**config.mk**
```make
export PLATFORM = sky130hd
export DESIGN_NAME = ram_arbiter_2
export DESIGN_NICKNAME = d
export VERILOG_FILES = /design/src/rtl/ram_arbiter_2.sv
export SDC_FILE = /design/constraint.sdc
export NUM_CORES = 1
export LEC_CHECK = 0
export ABC_CLOCK_PERIOD_IN_PS = 1700
export BUFFER_PORTS_ARGS = -buffer_cell sky130_fd_sc_hd__buf_2
export CAP_MARGIN = 20
export CELL_PAD_IN_SITES_DETAIL_PLACEMENT = 1
export CELL_PAD_IN_SITES_GLOBAL_PLACEMENT = 1
export CORE_MARGIN = 4
export CORE_UTILIZATION = 31
export CTS_CLUSTER_SIZE = 12
export DETAILED_ROUTE_END_ITERATION = 8
export HOLD_SLACK_MARGIN = 0.08
export PLACE_DENSITY_LB_ADDON = 0.1
export SLEW_MARGIN = 20
export SYNTH_ARGS = -nofsm -noshare
export SYNTH_HDL_FRONTEND = slang
export SYNTH_SLANG_ARGS = --single-unit
```
**constraint.sdc**
```tcl
create_clock -name clk -period 1.7 [get_ports clk]
set_clock_uncertainty 0.05 [all_clocks]
set_input_delay 0 -clock clk [delete_from_list [all_inputs] [get_ports clk]]
set_output_delay 0 -clock clk [all_outputs]
set_load 0.01 [all_outputs]
```
**src/rtl/ram_arbiter_2.sv**
```systemverilog
// ram_arbiter_2: two-port RAM arbiter, IDLE/ACC/RSP FSM, round-robin ties.
// Define RAM_ARB_FIXED_PRIO_EN for fixed priority to port 0.
module ram_arbiter_2 #(
  parameter int adds = 10,
  parameter int wsize = 8
) (
  input  logic             clk,
  input  logic             rst,
  input  logic             req0,
  input  logic             req1,
  input  logic             wr0,
  input  logic             wr1,
  input  logic [adds-1:0]  addr0,
  input  logic [adds-1:0]  addr1,
  input  logic [wsize-1:0] wdata0,
  input  logic [wsize-1:0] wdata1,
  output logic             gnt0,
  output logic             gnt1,
  output logic             rvalid0,
  output logic             rvalid1,
  output logic [wsize-1:0] rdata0,
  output logic [wsize-1:0] rdata1,
  output logic             ram_cs,
  output logic             ram_wr,
  output logic [adds-1:0]  ram_addr,
  output logic [wsize-1:0] ram_din,
  input  logic [wsize-1:0] ram_dout
);
  typedef enum logic [1:0] {IDLE, ACC, RSP} state_e;
  state_e state_q, state_d;
  logic win_q, win_d, wr_q, wr_d, pick, acc, rsp;
  logic [adds-1:0] addr_q, addr_d;
  logic [wsize-1:0] wdata_q, wdata_d, rdata0_q, rdata0_d, rdata1_q, rdata1_d;
`ifdef RAM_ARB_FIXED_PRIO_EN
  assign pick = !req0;
`else
  logic last_q, last_d;
  assign pick = (req0 && req1) ? !last_q : req1;
  assign last_d = (state_q == ACC) ? win_q : last_q;
  always_ff @(posedge clk)
    if (rst) last_q <= 1'b1;
    else last_q <= last_d;
`endif
  always_comb begin
    state_d = state_q;
    win_d = win_q;
    wr_d = wr_q;
    addr_d = addr_q;
    wdata_d = wdata_q;
    rdata0_d = rdata0_q;
    rdata1_d = rdata1_q;
    case (state_q)
      IDLE: if (req0 || req1) begin
        state_d = ACC;
        win_d = pick;
        wr_d = pick ? wr1 : wr0;
        addr_d = pick ? addr1 : addr0;
        wdata_d = pick ? wdata1 : wdata0;
      end
      ACC: begin
        state_d = wr_q ? IDLE : RSP;
        rdata0_d = (!wr_q && !win_q) ? ram_dout : rdata0_q;
        rdata1_d = (!wr_q && win_q) ? ram_dout : rdata1_q;
      end
      default: state_d = IDLE;
    endcase
  end
  always_ff @(posedge clk)
    if (rst) begin
      state_q <= IDLE;
      win_q <= 1'b0;
      wr_q <= 1'b0;
      addr_q <= '0;
      wdata_q <= '0;
      rdata0_q <= '0;
      rdata1_q <= '0;
    end else begin
      state_q <= state_d;
      win_q <= win_d;
      wr_q <= wr_d;
      addr_q <= addr_d;
      wdata_q <= wdata_d;
      rdata0_q <= rdata0_d;
      rdata1_q <= rdata1_d;
    end
  // rst masks the strobes so an aborted access never shows a gnt or rvalid
  assign acc = !rst && state_q == ACC;
  assign rsp = !rst && state_q == RSP;
  assign gnt0 = acc && !win_q;
  assign gnt1 = acc && win_q;
  assign rvalid0 = rsp && !win_q;
  assign rvalid1 = rsp && win_q;
  assign ram_cs = acc;
  assign ram_wr = acc && wr_q;
  assign ram_addr = addr_q;
  assign ram_din = wdata_q;
  assign rdata0 = rdata0_q;
  assign rdata1 = rdata1_q;
endmodule

```
==> results.json <==
{
  "status": "complete, no violations",
  "ys_ff_latch": 39,
  "arrival_ns": 1.43,
  "place_congestion": 0.682,
  "cp-start-kind": "flop",
  "grt_pass1_wl_um": 9210,
  "finalWorstPathRequiredPeriod_ns": 1.48,
  "cts.clk_slew.worst_paths_ns": 0.07,
  "fillers": 647,
  "drv_slew": 0,
  "postRouteAntennaNets": 0,
  "min_to": "rdata1[7]$_SDFFE_PP0P_",
  "hold-path-cell-count": 2,
  "clk_path_buf_depth": 2,
  "power.total_w": 0.00217,
  "fin_area_mm2": 0.00269,
  "finalSetupViolations": 0,
  "post-route-period-util_pct": 87.0,
  "clkSinkCount": 39,
  "ys_seq_area_share_pct": 46.7,
  "placed_area_mm2": 0.00214,
  "top_level_ports": 90,
  "fmax_mhz": 676,
  "antenna_found_initial": 0,
  "dpl.cell_count": 341,
  "hold_viol": 0,
  "final_cell_count_no_fill": 396,
  "slew_headroom_pct": 65.3,
  "crit_chain": "nand2b_1, nor2_1, and2_2, buf_2",
  "core_mm2": 0.00517,
  "grt_usage_pct": 18.1,
  "rsz0062_at_grt": "false",
  "worstSetupPathType": "flop to output pin",
  "rr_endpoint": "rdata1[1]$_SDFFE_PP0P_",
  "reg2reg_slack_ns": 0.24,
  "cp_slowest_cell": "dfxtp_1",
  "drc": 0,
  "wl_met2_um": 2960,
  "finalWirelength_um": 5760,
  "yosys_warnings": 0,
  "crit_required_ns": 1.65,
  "fin_setup_tns_ns": 0,
  "start_util_pct": 32.3,
  "cp_top_family": "simple AND/OR/NAND/NOR gates",
  "hold_path.class": "input port to flop",
  "crit_buf_inv": 1,
  "r2r_start": "win_q$_SDFFE_PP0P_",
  "postCtsSetupRepairBufs": 0,
  "vdd_drop_max_v": 0.000349,
  "end_kind": "output pin",
  "vias": 1882,
  "topRoutingLayerUsed": "met4",
  "drtPass1Iterations": 4,
  "synthCells": 195,
  "reg2reg_depth": 3,
  "io_buffers": 89,
  "fin_nets": 374,
  "grt_pass1_vias": 1932,
  "syn_area_mm2": 0.00167,
  "cts_tree": "yes",
  "avgSynthCellArea_um2": 8.57,
  "wl_per_cell_um": 14.5,
  "worst_pin_slew_ns": 0.518,
  "synthesis.nets": 245,
  "die_w_um": 81.4,
  "startpoint": "state_q[1]$_SDFFE_PP0P_",
  "drt-met1-wl_um": 2290,
  "avgViaCountPerCell": 4.75,
  "worstPathMaxFanout": 7,
  "die_h_um": 81.4,
  "area_growth_pct": 60.9,
  "cellPowerDensity_mw_per_mm2": 806,
  "h-tree-depth": 2,
  "clock_latency_ns": 0.29,
  "dieArea_mm2": 0.00663,
  "wl_met3_um": 377,
  "drt_iter0_markers": 61,
  "drive_gt1_share_pct": 32.9,
  "maxCapViolCount": 0,
  "hp-start": "rst",
  "gr-total-overflow": 0,
  "dpl.hpwl_um": 3560,
  "grt_max_degree": 29,
  "numCtsBuffers": 5,
  "crit_path_max_incr_delay_ns": 0.45,
  "synth_cell_type_count": 23,
  "cts_root_buffer": "clkbuf_8",
  "leakagePower_nw": 1.22,
  "row_count": 26
}
-- logic make-up after synthesis --
logic type,Yosys count,synth area share (%)
muxes,9,5.39
and+or+nand+nor,79,22.0
buffers and inverters,18,5.91
AOI/OAI and AO/OA,50,20.0
DFF,39,46.7
-- final cells by class --
cell class | count | area (um^2) | share of cell area [%]
Clock buffer | 7 | 76.3 | 2.84
Tap cell | 70 | 87.6 | 3.26
Sequential cell | 39 | 781 | 29.0
Timing Repair Buffer | 140 | 943 | 35.1
Clock inverter | 1 | 5.00 | 0.186
Multi-Input combinational cell | 138 | 793 | 29.5
Antenna cell | 1 | 2.50 | 0.0931
-- report_power, final --
part	total, W	switching (W)	internal, W	leakage (nW)
Combinational	0.000524	0.000262	0.000262	0.860
Sequential	0.00104	0.0000509	0.000992	0.321
Clock	0.000600	0.000312	0.000288	0.0422
Total	0.00217	0.000625	0.00154	1.22
-- Yosys cell counts, drive strengths merged --
cell type	number	area [um^2]
mux2i	9	90.1
nand2	55	206
nor4b	2	32.5
or2	1	6.26
nor4bb	1	10.0
and4bb	1	12.5
or4b	1	13.8
buf	11	72.6
a21boi	1	7.51
a21bo	2	20.0
dfxtp	39	781
nor2	10	37.5
nand2b	2	12.5
clkbuf	7	26.3
and2	3	20.0
nor2b	1	6.26
nor3	2	10.0
a311oi	19	166
a21oi	28	140
-- state kept, by name (all words and copies together) (netlist names) --
name      cells
ram_din       8
wr_q          1
win_q         1
ram_addr     10
rdata1        8
rdata0        8
state_q       2
last_q        1
-- layer usage --
metal	GRT usage, %	vias to the layer above
met5	0	-
met2	32.4	65
met3	5.59	14
li1	-	939
met4	6.76	0
met1	19.9	864
-- what timing repair did --
action	CTS	global route
hold endpoints to repair	35	0
hold buffers	46	0
setup endpoints to repair	0	10
resized for setup	0	1
-- worst max-delay path by stage --
stage | endpoint | slack (ns) | cells after the start
finish | gnt1 | 0.22 | 4
global route | gnt1 | 0.11 | 4
CTS | ram_addr[8]$_SDFFE_PP0P_ | 0.09 | 3
detailed placement | ram_addr[8]$_SDFFE_PP0P_ | 0.1 | 3
global placement | ram_addr[5]$_SDFFE_PP0P_ | 0.14 | 3
floorplan | rdata0[0]$_SDFFE_PP0P_ | 0.36 | 5
-- cell usage in the layout (no fill, tap or decap), types with 2 or more instances in the layout --
master / netlist / final
buf_2: 7 / 89
nand2_1: 55 / 55
dlygate4sd3_1: 0 / 46
dfxtp_1: 39 / 39
a21oi_1: 28 / 28
a311oi_1: 19 / 19
nor2_1: 10 / 10
mux2i_1: 9 / 9
clkbuf_8: 0 / 5
buf_4: 2 / 5
nand2b_1: 2 / 2
nor3_1: 2 / 2
and2_2: 1 / 2
a21bo_2: 2 / 2
clkbuf_1: 7 / 2
-- metrics by stage --
| stage | hold slack [ns] | util (%) | setup slack (ns) |
|---|---|---|---|
| CTS | 0.108 | 51.9 | 0.0910 |
| floorplan | 0.0860 | - | 0.364 |
| finish | 0.112 | 52.0 | 0.220 |
| global route | 0.148 | 51.9 | 0.105 |
| detailed placement | 0.214 | 41.4 | 0.0980 |
| global placement | 0.207 | 41.4 | 0.140 |
Power figures use the tool's default switching activity.
